$ cat src/rtl/isa_pkg.sv
// isa_pkg
//   Shared definitions for the instruction issue path: opcode constants,
//   the issue sequencer state encoding and the opcode classes used to pick
//   which completion (if any) the sequencer waits for.
//   No ports.

package isa_pkg;

  localparam logic [7:0] OP_CFG     = 8'h01;
  localparam logic [7:0] OP_FETCH   = 8'h02;
  localparam logic [7:0] OP_FETCH_W = 8'h04;
  localparam logic [7:0] OP_CONV    = 8'h81;
  localparam logic [7:0] OP_VREG    = 8'h40;
  localparam logic [7:0] OP_END     = 8'h82;
  localparam logic [7:0] OP_HOLD    = 8'h44;

  typedef enum logic [2:0] {
    S_IDLE       = 3'd0,
    S_READ       = 3'd1,
    S_LATCH      = 3'd2,
    S_ISSUE      = 3'd3,
    S_WAIT_FETCH = 3'd4,
    S_WAIT_COMP  = 3'd5,
    S_HOLD       = 3'd6,
    S_HALT       = 3'd7
  } issue_state_e;

  typedef enum logic [2:0] {
    CLS_NONE   = 3'd0,
    CLS_WAIT_F = 3'd1,
    CLS_WAIT_C = 3'd2,
    CLS_HOLD   = 3'd3,
    CLS_END    = 3'd4
  } op_class_e;

endpackage

$ cat src/rtl/opcode_classifier.sv
// opcode_classifier
//   Pure combinational map from an 8-bit opcode to its sequencing class.
//   Shared by the issue controller, the decoder and trace monitors so they
//   all agree on which opcodes wait on which unit.
// Ports:
//   opcode_i    in   8  opcode field of the instruction
//   op_class_o  out  3  sequencing class (op_class_e)

module opcode_classifier
  import isa_pkg::*;
(
  input  logic [7:0] opcode_i,
  output op_class_e  op_class_o
);

  always_comb begin
    op_class_o = CLS_NONE;
    case (opcode_i)
      OP_CFG, OP_FETCH, OP_FETCH_W: op_class_o = CLS_WAIT_F;
      OP_CONV:                      op_class_o = CLS_WAIT_C;
      OP_HOLD:                      op_class_o = CLS_HOLD;
      OP_END:                       op_class_o = CLS_END;
      default:                      op_class_o = CLS_NONE;
    endcase
  end

endmodule

$ cat src/rtl/instr_issue_ctrl.sv
// instr_issue_ctrl
//   Sequencer in front of the instruction decoder. Fetches instructions from
//   the instruction memory starting at base_addr, issues each one with a
//   single-cycle instr_enable, and stalls on the unit the opcode targets
//   before advancing the pc. Stops on END, holds on HOLD until resume, and
//   halts with a sticky timeout_err if a unit never reports completion.
//
//   state      | meaning
//   -----------+-------------------------------------------------------
//   IDLE       | not running; waits for start
//   READ       | memory read strobe at address pc
//   LATCH      | memory data captured into the instruction register
//   ISSUE      | instr_enable high; next state chosen by opcode class
//   WAIT_FETCH | waiting on fetch_done (watchdog running)
//   WAIT_COMP  | waiting on compute_done (watchdog running)
//   HOLD       | waiting on resume (no watchdog)
//   HALT       | program ended or watchdog expired; start restarts
//
// Ports:
//   clk, rst          clock, synchronous active-high reset
//   start, abort      begin at base_addr / return to IDLE (abort wins)
//   base_addr         first instruction address, sampled with start
//   resume            releases a HOLD
//   instr_mem_*       memory read port, data valid one cycle after rd_en
//   instruction       last latched instruction word
//   instr_enable      one-cycle issue strobe
//   fetch_done        completion pulse from the fetchers
//   compute_done      completion pulse from the conv engine
//   pc, busy, halted  status
//   prog_done         pulse on entering HALT through an END opcode
//   timeout_err       sticky watchdog flag, cleared by start or rst

module instr_issue_ctrl
  import isa_pkg::*;
#(
  parameter int ADDR_W      = 10,
  parameter int INSTR_W     = 64,
  parameter int TIMEOUT_CYC = 65535
) (
  input  logic               clk,
  input  logic               rst,
  input  logic               start,
  input  logic               abort,
  input  logic [ADDR_W-1:0]  base_addr,
  input  logic               resume,
  output logic               instr_mem_rd_en,
  output logic [ADDR_W-1:0]  instr_mem_addr,
  input  logic [INSTR_W-1:0] instr_mem_data,
  output logic [INSTR_W-1:0] instruction,
  output logic               instr_enable,
  input  logic               fetch_done,
  input  logic               compute_done,
  output logic [ADDR_W-1:0]  pc,
  output logic               busy,
  output logic               halted,
  output logic               prog_done,
  output logic               timeout_err
);

  // Watchdog only needs to count up to TIMEOUT_CYC-1.
  localparam int WD_W = (TIMEOUT_CYC < 2) ? 1 : $clog2(TIMEOUT_CYC);

  issue_state_e       state_q, state_d;
  logic [ADDR_W-1:0]  pc_q, pc_d;
  logic [INSTR_W-1:0] instr_q, instr_d;
  logic [WD_W-1:0]    wdog_q, wdog_d;
  logic               timeout_q, timeout_d;
  logic               prog_done_q, prog_done_d;

  logic [7:0] opcode;
  op_class_e  op_class;
  logic       wd_expired;

  assign opcode = instr_q[INSTR_W-1 -: 8];

  opcode_classifier u_classifier (
    .opcode_i   (opcode),
    .op_class_o (op_class)
  );

  assign wd_expired = (wdog_q == WD_W'(TIMEOUT_CYC - 1));

  always_comb begin
    state_d     = state_q;
    pc_d        = pc_q;
    instr_d     = instr_q;
    wdog_d      = wdog_q;
    timeout_d   = timeout_q;
    prog_done_d = 1'b0;

    if (abort) begin
      state_d = S_IDLE;
    end else begin
      case (state_q)
        S_IDLE, S_HALT: begin
          if (start) begin
            pc_d      = base_addr;
            timeout_d = 1'b0;
            state_d   = S_READ;
          end
        end
        S_READ:  state_d = S_LATCH;
        S_LATCH: begin
          instr_d = instr_mem_data;
          state_d = S_ISSUE;
        end
        S_ISSUE: begin
          // Watchdog is cleared here so it starts at zero on WAIT entry.
          wdog_d = '0;
          case (op_class)
            CLS_WAIT_F: state_d = S_WAIT_FETCH;
            CLS_WAIT_C: state_d = S_WAIT_COMP;
            CLS_HOLD:   state_d = S_HOLD;
            CLS_END: begin
              state_d     = S_HALT;
              prog_done_d = 1'b1;
            end
            default: begin
              pc_d    = pc_q + ADDR_W'(1);
              state_d = S_READ;
            end
          endcase
        end
        S_WAIT_FETCH, S_WAIT_COMP: begin
          if ((state_q == S_WAIT_FETCH) ? fetch_done : compute_done) begin
            pc_d    = pc_q + ADDR_W'(1);
            state_d = S_READ;
          end else if (wd_expired) begin
            timeout_d = 1'b1;
            state_d   = S_HALT;
          end else begin
            wdog_d = wdog_q + WD_W'(1);
          end
        end
        S_HOLD: begin
          if (resume) begin
            pc_d    = pc_q + ADDR_W'(1);
            state_d = S_READ;
          end
        end
        default: state_d = S_IDLE;
      endcase
    end
  end

  always_ff @(posedge clk) begin
    if (rst) begin
      state_q     <= S_IDLE;
      pc_q        <= '0;
      instr_q     <= '0;
      wdog_q      <= '0;
      timeout_q   <= 1'b0;
      prog_done_q <= 1'b0;
    end else begin
      state_q     <= state_d;
      pc_q        <= pc_d;
      instr_q     <= instr_d;
      wdog_q      <= wdog_d;
      timeout_q   <= timeout_d;
      prog_done_q <= prog_done_d;
    end
  end

  assign instr_mem_rd_en = (state_q == S_READ);
  assign instr_mem_addr  = pc_q;
  assign instruction     = instr_q;
  assign instr_enable    = (state_q == S_ISSUE);
  assign pc              = pc_q;
  assign busy            = (state_q != S_IDLE) && (state_q != S_HALT);
  assign halted          = (state_q == S_HALT);
  assign prog_done       = prog_done_q;
  assign timeout_err     = timeout_q;

endmodule

$ cat config.mk
export PLATFORM = sky130hd
export DESIGN_NAME = instr_issue_ctrl
export DESIGN_NICKNAME = d
export VERILOG_FILES = /design/src/rtl/isa_pkg.sv /design/src/rtl/opcode_classifier.sv /design/src/rtl/instr_issue_ctrl.sv
export SDC_FILE = /design/constraint.sdc
export NUM_CORES = 1
export LEC_CHECK = 0
export BUFFER_PORTS_ARGS = -buffer_cell sky130_fd_sc_hd__buf_2
export CAP_MARGIN = 20
export CORE_UTILIZATION = 52
export CTS_CLUSTER_DIAMETER = 50
export DETAILED_ROUTE_END_ITERATION = 8
export GPL_TIMING_DRIVEN = 0
export PLACE_DENSITY = 0.85
export SLEW_MARGIN = 40
export SYNTH_ARGS = -nofsm -noshare
export SYNTH_HDL_FRONTEND = slang
export SYNTH_HIERARCHICAL = 1
export SYNTH_SLANG_ARGS = --single-unit
export TNS_END_PERCENT = 30
$ cat constraint.sdc
create_clock -name clk -period 4.8 [get_ports clk]
set_clock_uncertainty 0.15 [all_clocks]
set_input_delay 0.48 -clock clk [delete_from_list [all_inputs] [get_ports clk]]
set_output_delay 0.48 -clock clk [all_outputs]
set_load 0.02 [all_outputs]
## Word level (Yosys, flattened, before mapping)

Index checks and enable logic that the tools add are counted.

| cells by class | value |
|---|---|
| add/sub/neg operators | 2 |
| multiply operators | 0 |
| div/mod/pow operators | 0 |
| $lt $le $gt $ge | 0 |
| equality and inequality tests | 27 |
| shifts and indexed selects | 0 |
| muxes and demuxes | 21 |
| bitwise logic cells | 2 |
| reduce and logical (&&, ||, !) cells | 17 |

Operator list:

| operator | number |
|---|---|
| $mux W10 | 4 |
| $pmux W10 S4 | 1 |
| $mux W16 | 2 |
| $pmux W16 S2 | 1 |
| $pmux W3 S4 | 2 |
| $pmux W3 S6 | 1 |
| $add A16 B1 Y16 const B | 1 |
| $eq A16 B16 Y1 const B | 1 |
| $eq A8 B8 Y1 const B | 2 |
| $eq A3 B3 Y1 const B | 5 |
| $ne A2 B2 Y1 const B | 7 |
| $eq A3 B2 Y1 const B | 4 |
| $mux W3 | 4 |
| $add A10 B1 Y10 const B | 1 |
| $eq A8 B1 Y1 const B | 1 |
| $eq A8 B2 Y1 const B | 1 |
| $eq A8 B3 Y1 const B | 1 |
| $eq A8 B7 Y1 const B | 1 |
| $eq A3 B1 Y1 const B | 2 |
| $ne A3 B3 Y1 const B | 2 |
| $reduce_and A6 Y1 | 1 |
| $reduce_or A2 Y1 | 3 |
| $reduce_or A3 Y1 | 2 |
| $mux W1 | 5 |
| 12 further kinds | 14 |

| storage, ports and cells | value |
|---|---|
| register bits | 95 |
| bits in latches | 0 |
| bits in writable memories | 0 |
| ROM bits | 0 |
| output and inout port bits | 90 |
| logic and storage cells | 75 |
| memories kept | 0 |

## Depth between registers and ports, before layout

Gate-level depths: netlist of the first run.

| depth | value |
|---|---|
| depth after elaboration | 7 |
| depth in mapped cells | 8 |
| gate-level depth less buffers | 7 |

## Hierarchy

The synthesis of the first run kept the hierarchy.

By module, submodules not included:

| module | instances | cells each | area each (um^2) |
|---|---|---|---|
| instr_issue_ctrl | 1 | 540 | 4216.5 |
| opcode_classifier | 1 | 10 | 91.3 |

## Worst setup path before layout of the first run

Ideal clock, no wire load.

| timing path | value |
|---|---|
| kind | register -> register |
| start point | register instr_q[63] (netlist: instruction[63]) |
| end point | register pc_q[1] (netlist: instr_mem_addr[1]) |
| setup time | 0.128 ns |
| data arrival time | 2.437 ns |
| slack | 2.086 ns |
| cell stages (with the launch flop) | 8 |
| buffers on the path | 1 |
| cell sequence | dfxtp_1 -> or3b_2 -> nor4b_1 -> xor2_1 -> o2111ai_2 -> buf_2 -> mux2i_1 -> nor2_1 |

| on the way | value |
|---|---|
| cells in the longest elaborated chain, start to end | 7 |
| elaborated cells on any way between the ends | 15 |
| those cells by class | 11 x eq/ne; 1 x mux; 3 x reduce/logical |

RTL lines:

| element | RTL line | text |
|---|---|---|
| start: declaration | instr_issue_ctrl.sv:65 | `logic [INSTR_W-1:0] instr_q, instr_d;` |
| start signal: assignment | instr_issue_ctrl.sv:157 | `instr_q <= instr_d;` |
| $eq A8 B1 Y1, or another cell as far along | opcode_classifier.sv:18 | `case (opcode_i)` |
| $reduce_or A3 Y1 | opcode_classifier.sv:18 |  |
| $pmux W3 S4 * | opcode_classifier.sv:18 |  |
| named net op_class[2] | instr_issue_ctrl.sv:71 | `op_class_e op_class;` |
| $eq A3 B3 Y1, or another cell as far along | instr_issue_ctrl.sv:110 | `case (op_class)` |
| $reduce_or A4 Y1 (no source line) * | n/a |  |
| $ne A2 B2 Y1 (no source line) * | n/a |  |
| $reduce_and A6 Y1 (no source line) * | n/a |  |
| end signal: assignment | instr_issue_ctrl.sv:156 | `pc_q <= pc_d;` |
| end: declaration | instr_issue_ctrl.sv:64 | `logic [ADDR_W-1:0] pc_q, pc_d;` |

The timed path passes the listed nets; every way through them passes the cells marked *.
A chain may end at the register's enable or synchronous reset.

## Worst setup path in the final report of the first run

Ends and elaborated chain as after synthesis.

==> results.toml, run 1 <==
[synth]
syn_area_um2 = 4310
syn_avg_cell_area_um2 = 7.83
ys_types = 64
synth-adder-area-share_pct = 0.871
async_flop_share_pct = 0
synthFlopType = "dfxtp_1"
yosys-mux-area-fraction_pct = 1.71
yosysWarnings = 6
synth_compound_area_share_pct = 18.0
synth_top_family_by_area = "simple AND/OR/NAND/NOR gates"
synth_seq_area_share_pct = 44.1
synthCells = 550
syn_nets = 634
synth_edf_count = 0
synth-simple-area-share_pct = 28.9
ys_ff_latch = 95
synthXorXnorAreaFrac_pct = 1.02

[worst_setup_path]
worstSetupPathType = "flop to flop"
worstReg2RegEnd = "instr_mem_addr[1]"
reg2reg_from = "instruction[63]"
max_stage_delay_ns = 0.67
cp-end-kind = "flop"
arrival_ns = 3.24
r2r_slack_ns = 1.64
crit_chain = "or3b_2 > nor4b_1 > xor2_1 > o2111ai_2 > buf_2 > mux2i_1 > nor2_1"
startpoint_type = "flop"
crit_family = "simple AND/OR/NAND/NOR gates"
critical_path.max_fanout = 10
worst_ep_required_time_ns = 4.89
reg2reg_depth = 7
crit_path_top_delay_cell = "nor4b_1"
crit_path_start = "instruction[63]"
crit_buf_inv = 1

[route]
via_per_inst = 5.42
wire_per_inst_um = 14.2
postRouteAntennaNets = 0
drt-initial-drc-count = 201
drc_errors = 0
vias = 4543
firstDrtPassIters = 4
routed_wl_mm = 11.9

[sta]
drv_slew = 0
setup_viol = 0
hold_violations = 0
max_freq_mhz = 317
rsz0062_at_grt = "no"
final.period_utilization_pct = 65.8
layout_min_cycle_time_ns = 3.16
setup_slack_ns = 1.64
fin_tns_setup_ns = 0
slew_headroom_pct = 46.8
worstMarginPinSlew_ns = 0.786

[global_routing]
grtUsageMet1_pct = 34.5
grt_max_degree = 19
track_usage_pct = 28.4
grt_busiest_layer = "met2"
antenna_found_initial = 0
grt_pass1_wl_mm = 19.9
grt_pass1_vias = 4425
grt-ovfl-total = 0
grt.met3_usage_pct = 5.93
gr-usage-met2_pct = 49.6

[min_path]
hold_path_startpoint = "instr_mem_data[6]"
hp-class = "input port to flop"
whs_path_depth = 3
holdPathEnd = "instruction[6]"

[power]
p_leak_uw = 0.00238
ir_drop_uv = 208
power_density_nw_per_um2 = 283
finalPower_uw = 1560
swShare_pct = 27.7
p_comb_share_pct = 11.5
clkPwrFrac_pct = 36.3
p_sw_uw = 432
p_int_uw = 1130
p_seq_share_pct = 52.2

[cts]
cts.sinks = 95
post-cts-setup-buffers = 0
clkSlewWorstSetupHoldPaths_ns = 0.11
ctsRootBufferMaster = "clkbuf_8"
cts_buffer_depth = 2
cts_hold_buf = 0
clk_latency_ns = 0.36
numCtsBuffers = 9
htreeDepth = 3
cts_tree = "done"
ctsResizeCount = 0

[final_layout]
drive_gt1_share_pct = 29.6
nets = 815
postLayoutCellArea_um2 = 5510
final_cells = 838
n_antenna_cell = 0
area_delta_synth_final_pct = 27.9

[floorplan]
fp.dieW_um = 93.0
dieHeight_um = 93.0
core_um2 = 7890
rows = 32
floorplan.initialDensity_pct = 54.6
io-pin-count = 171
dieArea_um2 = 8650

[place]
dpl_cell_area_um2 = 5290
port_buffers = 170
post-dp-hpwl_mm = 8.91
gp_congestion = 0.920
place_inst = 822
dp_slack_ns = 1.71

[job]
drv_cap = 0

[status]
status = "finished, final reports clean"
placed cells by master, fill, tap and decap left out, types with 4 or more instances in the layout:
cell        n
o21ai_1     7
buf_4      10
mux2i_1     4
clkbuf_1   25
buf_2     174
or4_1       5
or3_1       9
a211oi_1    4
nor2_1     26
a21oi_1    81
nor2b_1     4
nor3_1      4
nand3_1    13
inv_1       6
dfxtp_1    95
nand4_1     7
nor4_1      6
clkbuf_8    9
a21o_1      6
and3_1      8
nand2_1   151
worst reg2reg max path, cell delays in order, from the launching register on:
cell and delay, ns:
dfxtp_1 0.45, or3b_2 0.47, nor4b_1 0.67, xor2_1 0.22, o2111ai_2 0.48, buf_2 0.33
mux2i_1 0.22, nor2_1 0.05
cell type report:
class / count / area (um^2)
clock buffer: 9 / 124
multi-input combinational: 407 / 2190
inverter: 7 / 26.3
timing repair buffer: 170 / 851
fill: 640 / 2380
buffer: 41 / 204
clock inverter: 7 / 88.8
tap: 102 / 128
sequential: 95 / 1900
cells in the mapped netlist (6+ instances only):
cell	number	area share, %
nand2_1	151	13
nor2_1	26	2.3
a21oi_1	81	9.4
clkbuf_1	25	2.2
or3_1	9	1.3
o21ai_1	7	0.81
inv_1	6	0.52
nand4_1	7	1.0
buf_4	10	1.7
dfxtp_1	95	44
and3_1	8	1.2
nor4_1	6	0.87
a21o_1	6	1.0
nand3_1	13	1.5
per-layer routing:
layer	wire length, um	part of all wire (%)	vias up
li1	-	-	2253
met1	5010	42	2103
met2	5910	50	166
met3	774	6.5	21
met4	193	1.6	0
met5	0	0	-
how the worst max path moves through the flow:
stage	cells after the start	slack (ns)	end
6_report	7	1.64	instr_mem_addr[1]
5_1_grt	7	1.53	instr_mem_addr[1]
4_1_cts	7	1.71	instr_mem_addr[1]
3_5_place_dp	7	1.71	instr_mem_addr[1]
3_3_place_gp	7	1.84	instr_mem_addr[1]
2_1_floorplan	7	2.09	instr_mem_addr[1]
sequential cells by signal, indices dropped and copies added (netlist names):
| signal | cells |
|---|---|
| timeout_err | 1 |
| instr_mem_addr | 10 |
| instruction | 64 |
| wdog_q | 16 |
| state_q | 3 |
| prog_done | 1 |
logic make-up (layout without fill, tap and decap cells):
| logic type | count (synthesis) | count (layout) |
|---|---|---|
| xor gates and xnor gates | 5 | 5 |
| AOI/OAI and AO/OA | 129 | 129 |
| and+or+nand+nor | 263 | 263 |
| adders and majority gates | 3 | 3 |
| muxes | 7 | 7 |
| DFF | 95 | 95 |
| buffers and inverters | 48 | 234 |
through the flow:
step                hold WS (ns)  utilization [%]
floorplan                  0.298                -
global placement           0.289             67.0
detailed placement         0.294             67.1
CTS                        0.182             69.8
global route               0.188             69.9
finish                     0.191             69.9
power by group through the flow:
stage / Combinational (uW) / Clock [uW] / Sequential [uW]
final: 179 / 567 / 815
after floorplan: 89.1 / 0 / 846
after global placement: 173 / 0 / 832
after detailed placement: 177 / 0 / 833
after global routing: 195 / 608 / 818
after CTS: 178 / 574 / 815
Note: power is estimated with default switching activity, not from simulation.
==> inputs of run 2 (changes only) <==
- CORE_UTILIZATION: 52 -> 44
- PLACE_DENSITY: 0.85 -> 0.76
- clock period: 4.8 -> 2.9 ns (I/O delays scaled with it)
==> run 2 against run 1 <==
- worst hold slack worse by 0.17 ns
- total power is 67% higher
- via count up 8.1%
- die area rose by 18%
- cell count up 10%
- critical endpoint is now instr_mem_addr[0]
- largest cell class unchanged
- highest routed layer unchanged
==> results.toml, run 2 (synthesis gave the netlist of run 1 again) <==
[cts]
htreeDepth = 3
cts_buffer_depth = 2
cts_tree = "done"
cts.sinks = 95
clk_latency_ns = 0.37
clkSlewWorstSetupHoldPaths_ns = 0.10
numCtsBuffers = 9
ctsRootBufferMaster = "clkbuf_8"

[floorplan]
fp.dieW_um = 101
dieHeight_um = 101
core_um2 = 9370
floorplan.initialDensity_pct = 46.0
dieArea_um2 = 10200
rows = 35
io-pin-count = 171

[sta]
drv_slew = 0
max_freq_mhz = 370
setup_viol = 0
fin_tns_setup_ns = 0
final.period_utilization_pct = 93.3
slew_headroom_pct = 49.3
hold_violations = 0
layout_min_cycle_time_ns = 2.70
hold_ws_ns = 0.0200
worstMarginPinSlew_ns = 0.756
rsz0062_at_grt = "yes"

[worst_setup_path]
arrival_ns = 2.85
worst_ep_required_time_ns = 3.05
critical_path.max_fanout = 6
cp-end-kind = "flop"
startpoint_type = "flop"
worstSetupPathType = "flop to flop"

[place]
place_inst = 849
port_buffers = 170
post-dp-hpwl_mm = 9.16
gp_congestion = 0.890

[power]
finalPower_uw = 2600
power_density_nw_per_um2 = 426
ir_drop_uv = 317
p_leak_uw = 0.00261

[final_layout]
drive_gt1_share_pct = 28.0
final_cell_mix = "buf_2, nand2_1, dfxtp_1"
largest_reg_flops = 64
area_delta_synth_final_pct = 41.9
final_cells = 922
n_antenna_cell = 0
layout_commonest_cell = "buf_2"
nets = 872

[global_routing]
grt-ovfl-total = 0
track_usage_pct = 27.9
grt_max_degree = 19
antenna_found_initial = 0
grt_pass1_vias = 4792
grt_pass1_wl_mm = 22.3

[route]
wire_per_inst_um = 15.2
postRouteAntennaNets = 0
routed_wl_mm = 14.0
firstDrtPassIters = 5
drc_errors = 0
drt-initial-drc-count = 298
vias = 4910
via_per_inst = 5.33

[status]
status = "finished, final reports clean"

[job]
drv_cap = 0

[min_path]
hp-class = "input port to flop"
run 2: metrics by stage:
stage	instance area (um^2)	worst slack [ns]	utilization (%)
floorplan	4310	0.186	-
global placement	5320	-0.0670	56.8
detailed placement	5330	-0.147	56.8
CTS	6070	0.00264	64.8
global route	6110	-0.0483	65.2
finish	6110	0.195	65.2
run 2: final timing paths:
kind / start / end / slack [ns] / cells after the start
max reg2reg: instruction[63] / instr_mem_addr[0] / 0.20 / 7
min: instr_mem_data[18] / instruction[18] / 0.02 / 3
max: instruction[63] / instr_mem_addr[0] / 0.20 / 7
min reg2reg: instruction[16] / instruction[16] / 0.31 / 2
run 2: where the power goes:
group          internal [uW]  switching (uW)
Clock                    358             526
Sequential              1330            23.6
Combinational            177             193
Total                   1860             742
run 2: layout make-up:
type	count	area, um^2
Tap cell	129	161
Fill cell	763	3260
Buffer	41	204
Clock inverter	6	62.6
Inverter	7	26.3
Timing Repair Buffer	227	1410
Multi-Input combinational cell	407	2210
Clock buffer	10	138
Sequential cell	95	1900
run 2: worst max-delay path, cell delays in order, from the launching register on:
cell       delay, ns
dfxtp_1         0.41
or3b_2          0.47
nor4b_2         0.52
xor2_2          0.26
o2111ai_4       0.17
buf_4           0.17
or3_1           0.34
a21oi_1         0.14
run 2: per-layer routing:
layer	GRT usage, %	share of wire, %	wire (um)
met5	0	0	0
met4	13.2	2.4	338
met3	7.84	7.2	1010
met2	48.8	50	7070
met1	31.5	40	5600
run 2: repair_timing:
item	4_1_cts	5_1_grt
buffers inserted	0	3
pin swaps	0	1
hold buffers	54	0
gates cloned	0	0
hold endpoints to repair	54	0
gates resized for setup	1	2
setup endpoints to repair	9	9
